===== config.mk =====
export PLATFORM = sky130hd
export DESIGN_NAME = gray_frame_arbiter
export DESIGN_NICKNAME = d
export VERILOG_FILES = /design/src/rtl/gray_frame_arbiter.sv
export SDC_FILE = /design/constraint.sdc
export NUM_CORES = 1
export LEC_CHECK = 0
export BUFFER_PORTS_ARGS = -buffer_cell sky130_fd_sc_hd__clkbuf_2
export CORE_ASPECT_RATIO = 1.1
export CORE_UTILIZATION = 40
export CTS_BUF_LIST = sky130_fd_sc_hd__clkbuf_8
export CTS_CLUSTER_DIAMETER = 120
export DETAILED_ROUTE_END_ITERATION = 10
export GPL_TIMING_DRIVEN = 1
export PLACE_DENSITY_LB_ADDON = 0.2
export SLEW_MARGIN = 15
export SYNTH_ARGS = -nofsm -noshare
export SYNTH_HDL_FRONTEND = slang
export SYNTH_SLANG_ARGS = --single-unit

===== constraint.sdc =====
create_clock -name clk -period 4.1 [get_ports clk]
set_input_delay 0.205 -clock clk [delete_from_list [all_inputs] [get_ports clk]]
set_output_delay 0.205 -clock clk [all_outputs]
set_load 0.005 [all_outputs]

===== src/rtl/gray_frame_arbiter.sv =====
// gray_frame_arbiter: frame-granular two-source arbiter in front of the
// RGB565-to-grey pipeline. A whole frame (sop..eop) from one source is
// forwarded through a registered mux with 1-cycle latency. A frame that
// starts while the other source holds the grant, or while en=0 in IDLE,
// is dropped and counted.
//
// Ports:
//   clk, rst_n              clock, asynchronous active-low reset
//   en                      1 = new grants allowed
//   s0_*/s1_*               source pixel, valid, sop, eop
//   dout, dout_vld/sop/eop  forwarded beat (dout holds when dout_vld=0)
//   dout_src                source of current/last forwarded beat
//   busy                    1 while a frame is granted (aligned with dout)
//   drop0_cnt, drop1_cnt    saturating dropped-frame counters
//   abort                   watchdog abort pulse
//
// Build option: define GRAY_FRAME_ARB_WDOG_EN to add the idle watchdog.
// Without it abort is tied to 0 and the grant holds until eop or reset.
module gray_frame_arbiter #(
    parameter int DW      = 16,
    parameter int CNT_W   = 8,
    parameter int TIMEOUT = 4096
) (
    input  logic             clk,
    input  logic             rst_n,
    input  logic             en,
    input  logic [DW-1:0]    s0_din,
    input  logic             s0_vld,
    input  logic             s0_sop,
    input  logic             s0_eop,
    input  logic [DW-1:0]    s1_din,
    input  logic             s1_vld,
    input  logic             s1_sop,
    input  logic             s1_eop,
    output logic [DW-1:0]    dout,
    output logic             dout_vld,
    output logic             dout_sop,
    output logic             dout_eop,
    output logic             dout_src,
    output logic             busy,
    output logic [CNT_W-1:0] drop0_cnt,
    output logic [CNT_W-1:0] drop1_cnt,
    output logic             abort
);

    typedef enum logic [1:0] {
        IDLE = 2'd0,
        GNT0 = 2'd1,
        GNT1 = 2'd2
    } state_t;

    state_t state_q, state_d;

    logic             ptr_q, ptr_d;
    logic [DW-1:0]    dout_q, dout_d;
    logic             vld_q, vld_d;
    logic             sop_q, sop_d;
    logic             eop_q, eop_d;
    logic             src_q, src_d;
    logic             busy_q, busy_d;
    logic [CNT_W-1:0] drop0_q, drop0_d;
    logic [CNT_W-1:0] drop1_q, drop1_d;

    logic st0, st1;
    logic fwd, fsel;
    logic inc0, inc1;
    logic sel_vld;

    assign st0 = s0_vld & s0_sop;
    assign st1 = s1_vld & s1_sop;

`ifdef GRAY_FRAME_ARB_WDOG_EN
    localparam int WD_W = $clog2(TIMEOUT + 1);

    logic [WD_W-1:0] wd_q, wd_d;
    logic            abort_q, abort_d;
`else
    logic unused_timeout;
    assign unused_timeout = ^TIMEOUT;
`endif

    always_comb begin
        state_d = state_q;
        ptr_d   = ptr_q;
        busy_d  = 1'b0;
        fwd     = 1'b0;
        fsel    = 1'b0;
        inc0    = 1'b0;
        inc1    = 1'b0;
`ifdef GRAY_FRAME_ARB_WDOG_EN
        wd_d    = wd_q;
        abort_d = 1'b0;
`endif
        unique case (state_q)
            IDLE: begin
`ifdef GRAY_FRAME_ARB_WDOG_EN
                wd_d = '0;
`endif
                if (en && (st0 || st1)) begin
                    // simultaneous starts go to the preferred source
                    fsel   = (st0 && st1) ? ptr_q : st1;
                    fwd    = 1'b1;
                    busy_d = 1'b1;
                    inc0   = st0 & fsel;
                    inc1   = st1 & ~fsel;
                    ptr_d  = ~fsel;
                    // single-beat frame never leaves IDLE
                    if (!(fsel ? s1_eop : s0_eop))
                        state_d = fsel ? GNT1 : GNT0;
                end else if (!en) begin
                    inc0 = st0;
                    inc1 = st1;
                end
            end
            GNT0, GNT1: begin
                fsel   = (state_q == GNT1);
                fwd    = 1'b1;
                busy_d = 1'b1;
                inc0   = st0 & fsel;
                inc1   = st1 & ~fsel;
                if (fsel ? (s1_vld & s1_eop) : (s0_vld & s0_eop))
                    state_d = IDLE;
`ifdef GRAY_FRAME_ARB_WDOG_EN
                if (fsel ? s1_vld : s0_vld) begin
                    wd_d = '0;
                end else if (wd_q == WD_W'(TIMEOUT - 1)) begin
                    // abort without eop; prefer the other source next
                    state_d = IDLE;
                    abort_d = 1'b1;
                    busy_d  = 1'b0;
                    ptr_d   = ~fsel;
                    wd_d    = '0;
                end else begin
                    wd_d = wd_q + 1'b1;
                end
`endif
            end
            default: state_d = IDLE;
        endcase
    end

    assign sel_vld = fsel ? s1_vld : s0_vld;

    always_comb begin
        dout_d = dout_q;
        vld_d  = 1'b0;
        sop_d  = 1'b0;
        eop_d  = 1'b0;
        src_d  = src_q;
        if (fwd && sel_vld) begin
            dout_d = fsel ? s1_din : s0_din;
            vld_d  = 1'b1;
            sop_d  = fsel ? s1_sop : s0_sop;
            eop_d  = fsel ? s1_eop : s0_eop;
            src_d  = fsel;
        end
    end

    always_comb begin
        drop0_d = drop0_q;
        drop1_d = drop1_q;
        if (inc0 && (drop0_q != {CNT_W{1'b1}}))
            drop0_d = drop0_q + 1'b1;
        if (inc1 && (drop1_q != {CNT_W{1'b1}}))
            drop1_d = drop1_q + 1'b1;
    end

    always_ff @(posedge clk or negedge rst_n) begin
        if (!rst_n) begin
            state_q <= IDLE;
            ptr_q   <= 1'b0;
            dout_q  <= '0;
            vld_q   <= 1'b0;
            sop_q   <= 1'b0;
            eop_q   <= 1'b0;
            src_q   <= 1'b0;
            busy_q  <= 1'b0;
            drop0_q <= '0;
            drop1_q <= '0;
        end else begin
            state_q <= state_d;
            ptr_q   <= ptr_d;
            dout_q  <= dout_d;
            vld_q   <= vld_d;
            sop_q   <= sop_d;
            eop_q   <= eop_d;
            src_q   <= src_d;
            busy_q  <= busy_d;
            drop0_q <= drop0_d;
            drop1_q <= drop1_d;
        end
    end

`ifdef GRAY_FRAME_ARB_WDOG_EN
    always_ff @(posedge clk or negedge rst_n) begin
        if (!rst_n) begin
            wd_q    <= '0;
            abort_q <= 1'b0;
        end else begin
            wd_q    <= wd_d;
            abort_q <= abort_d;
        end
    end

    assign abort = abort_q;
`else
    assign abort = 1'b0;
`endif

    assign dout      = dout_q;
    assign dout_vld  = vld_q;
    assign dout_sop  = sop_q;
    assign dout_eop  = eop_q;
    assign dout_src  = src_q;
    assign busy      = busy_q;
    assign drop0_cnt = drop0_q;
    assign drop1_cnt = drop1_q;

endmodule


* After elaboration in Yosys (flattened, before gate mapping)
Cells that the tools add are included. Widths: inputs -> output; s select.
Storage, ports and cells: bits of input ports 41, register bits 40, logic and storage cells 64, output and inout bits 38
Operators by class: equal/unequal tests 7, add/subtract/negate cells 2, bitwise gates (word level) 10, reductions and logical operators 10, muxes and demuxes 25
Operators by type and width (count):
- $add 8x1->8 const B | 2
- $mux 16 | 1
- $ne 8x8->1 const B | 2
- $mux 1 | 15
- $and 1x1->1 | 8
- $mux 2 | 4
- $pmux 1 s2 | 4
- $ne 2x2->1 const B | 3
- $logic_and 1x1->1 | 5
- $pmux 2 s2 | 1
- $reduce_and 3->1 | 1
- $eq 2x1->1 const B | 1
- $eq 2x2->1 const B | 1
- $logic_not 2->1 | 1
- $not 1->1 | 2
- $reduce_and 2->1 | 1
- $reduce_or 2->1 | 1
- $logic_or 1x1->1 | 1

* Depth between registers and ports, before layout
depth after elaboration 8, depth in mapped cells 8, depth with buffers taken out 6

* Least setup slack after synthesis
Ideal clock, no wire load.
path kind register -> register, start register state_q[0], end register dout_q[10] (netlist: dout[10]), slack 1852 ps, buffers on the path 2, clock period less this slack 2248 ps, stages on the path, launching flop included 9, library setup time 125 ps, data required time 3975 ps, data arrival time 2123 ps, cell sequence dfrtp_1 > inv_1 > ha_1 > buf_4 > nand3b_1 > or3_4 > a311oi_4 > buf_12 > mux2_4
On the way: cells in the longest elaborated chain, start to end 5, elaborated cells on any way between the ends 9, classes of those cells 2 x eq/ne; 4 x mux; 3 x reduce/logical
Ends and longest elaborated chain:
- from (decl) | line 52 | state_t state_q, state_d;
- from (signal assigned) | line 181 | state_q <= state_d;
- $eq 2x2->1 or $eq 2x1->1 (tied branches) | line 94, 116
- $reduce_or 2->1 | line 94 | unique case (state_q)
- $pmux 1 s2 | line 94
- $mux 1 | line 142 | assign sel_vld = fsel ? s1_vld : s0_vld;
- $logic_and 1x1->1 | line 150 | if (fwd && sel_vld) begin
- to (signal assigned) | line 183 | dout_q <= dout_d;
- to (decl) | line 55 | logic [DW-1:0] dout_q, dout_d;
Several ways; a longest one is shown, not always the timed one. A chain may end at the register's enable or synchronous reset.

* Final worst setup path
start register state_q[0], end register dout_q[4] (netlist: dout[4])
Same word-level chain as after synthesis.

==> impl_metrics.toml <==
[logic_synthesis]
synthFlopType = "dfrtp_1"
ys_types = 47
async_flop_share = 1.00
yosysTopAreaCell = "dfrtp_1"
synth_compound_area_frac = 0.106
synth_top_area_share = 0.447
synth-adder-area-share = 0.0280
netlist_instances = 186
yosys_warnings = 0
ys_ff_latch = 40
seq_area_frac_synth = 0.447
avgSynthCellArea_um2 = 12.0
synth_edf_count = 0
synth_area_um2 = 2240
yosys.area_share.simple = 0.122
synth.area.mux_share = 0.191
synthTopCellsByArea = "dfrtp_1 (45%), mux2_2 (13%), mux2_4 (6.0%)"
synth_nets = 232
synth-xor-area-share = 0.0548
synth_top_family_by_area = "multiplexers"

[pwr]
pwr-share-clk = 0.217
ir_drop_mv = 0.340
combPwrFrac = 0.436
pwr-share-seq = 0.347
switching_share = 0.329
leakage_nw = 1.37
fin_total_pwr_mw = 2.02
power_density_nw_per_um2 = 723
p_int_mw = 1.35
p_sw_mw = 0.665

[final_layout]
area_growth_pct = 24.8
final_cell_area_um2 = 2790
multi_input_area_um2 = 1130
seq_area_um2 = 1000
final_cell_mix = "clkbuf_2 (77), dfrtp_1 (40), mux2_2 (26)"
layout.cells.most_common = "clkbuf_2"
fin_nets = 308
fin_util = 0.517
n_antenna_cell = 0
final_cells = 338
drive_above_1_share = 0.479
fillerInstances = 512

[worst_hold_path]
worstHoldPathType = "in2async"

[floorplan]
io_pins = 79
core-area_um2 = 5400
die_w_um = 73.3
rows = 28
fp.dieH_um = 80.4
initial_core_util = 0.415
die-area_um2 = 5900

[clock_tree]
cts_buffer_depth = 2
cts_resized = 0
cts.sinks = 40
clockRootBuffer = "clkbuf_8"
cts_setup_buffers = 0
clk_latency_ns = 0.29
hold_buffers = 0
cts_tree = "built"
clk_pin_slew_worst_paths_ns = 0.07
htree_levels = 2
cts_buffers = 5

[detailed_routing]
ant_nets = 0
wl_um = 4450
wl_per_cell_um = 13.2
wl_met2_um = 2130
drc_errors = 0
via_per_inst = 5.04
met1Wirelength_um = 2010
top_layer = "met4"
first_pass_iters = 4
vias = 1703
met3WireLength_um = 262
drt-initial-drc-count = 43

[sta]
fin_crit_ns = 2.81
clock-skew-final_ns = 0.00426
worst_slack_ns = 1.29
fmax_mhz = 355
rsz0062_at_grt = "false"
final.setup.tns_ns = 0
holdWs_ns = 0.0667
relSlewSlack = 0.292
final-hold-violation-count = 0
period_share = 0.686
setup_viol = 0
maxSlewViolCount = 0
worstMarginPinSlew_ns = 1.06

[worst_setup_path]
crit_fanout = 17
crit_path_start = "state_q[0]$_DFFE_PN0P_"
cpLargestDelayFamily = "compound AO/OA/AOI/OAI gates"
setup.worst_path.class = "reg2reg"
worst-r2r-cell-count = 6
required_ns = 4.28
endpoint_kind = "flop"
cp-start-kind = "flop"
slowest_delay_ns = 0.85
r2r_start = "state_q[0]$_DFFE_PN0P_"
rrSetupSlack_ns = 1.29
arrival_ns = 2.99
worst-path-buf-inv = 1
slowest_stage = "a311oi_4"
crit_chain = "inv_1 > ha_1 > nand3b_1 > or3_4 > a311oi_4 > mux2_2"
path_depth = 6
cp-endpoint = "dout[4]$_DFFE_PN0P_"
reg2reg_to = "dout[4]$_DFFE_PN0P_"

[grt]
track_usage = 0.157
grt_pass1_wl_um = 7090
grt_max_degree = 41
grt_pass1_vias = 1567
antenna_found_initial = 0
overflow = 0

[placement]
dp_slack_ns = 1.27
placed_cell_area_um2 = 2630
gp_congestion = 0.812
portBuffers = 77
dp.cells = 330
dp_hpwl_um = 3290

[job]
maxCapViolCount = 0

[outcome]
outcome = "finished, final reports clean"
==> power groups by stage <==
stage                     Sequential [mW]  Clock [mW]  Combinational, mW
after floorplan                     0.701           0              0.659
after global placement              0.706           0              0.877
after detailed placement            0.705           0              0.889
after CTS                           0.700       0.452              0.895
after global routing                0.724       0.469              0.975
final                               0.701       0.438              0.880
==> cell families (layout without fill, tap and decap cells) <==
group / count (synthesis) / in the layout
adders and majority gates: 5 / 5
xor gates and xnor gates: 14 / 14
DFF: 40 / 40
and+or+nand+nor: 48 / 48
other: 1 / 1
muxes: 35 / 35
AOI/OAI and AO/OA: 28 / 28
buffers and inverters: 15 / 92
==> cells in the mapped netlist, drive strengths merged (2+ instances only) <==
library cell / instances
ha: 5
and3b: 2
a21oi: 2
nand2b: 2
nand2: 11
nor4: 3
mux2: 35
nor2: 3
nand3: 10
xor2: 14
and3: 3
inv: 7
buf: 7
o211ai: 2
a211oi: 5
nand3b: 2
nand4: 4
a31oi: 3
o221ai: 2
dfrtp: 40
==> how the worst min path moves through the flow <==
stage	startpoint	slack, ns	depth (start not counted)	endpoint
3_5_place_dp	rst_n	0.41	1	dout[6]$_DFFE_PN0P_
5_1_grt	rst_n	0.14	1	dout[0]$_DFFE_PN0P_
3_3_place_gp	rst_n	0.42	1	dout[6]$_DFFE_PN0P_
6_report	rst_n	0.07	1	dout[6]$_DFFE_PN0P_
4_1_cts	rst_n	0.09	1	dout[0]$_DFFE_PN0P_
2_1_floorplan	rst_n	-0.09	0	busy$_DFF_PN0_
==> routing by layer <==
metal  vias to the layer above  GRT usage
li1                        834          -
met5                         -          0
met3                         5     0.0439
met4                         0     0.0519
met1                       812      0.194
met2                        52      0.263
==> worst reg2reg max path, delay by kind of cell (launching register included) <==
| kind | cells | cell delay [ns] |
|---|---|---|
| simple gates | 2 | 0.54 |
| mux | 1 | 0.42 |
| buf+inv | 1 | 0.11 |
| flops | 1 | 0.42 |
| fa+ha+maj | 1 | 0.36 |
| compound gates | 1 | 0.85 |
==> sequential cells by signal (all words and copies together) (netlist names) <==
name       flops
dout_eop       1
dout          16
ptr_q          1
dout_sop       1
dout_src       1
drop1_cnt      8
busy           1
state_q        2
drop0_cnt      8
dout_vld       1
==> cell type report <==
cell class,count,share of cell area
flip-flops and latches,40,0.359
well taps,75,0.0336
clock buffers,5,0.0247
multi-input cells,131,0.403
clock inverters,3,0.0323
repair buffers,77,0.138
inverters,7,0.00941
Note: power is estimated with default switching activity, not from simulation.
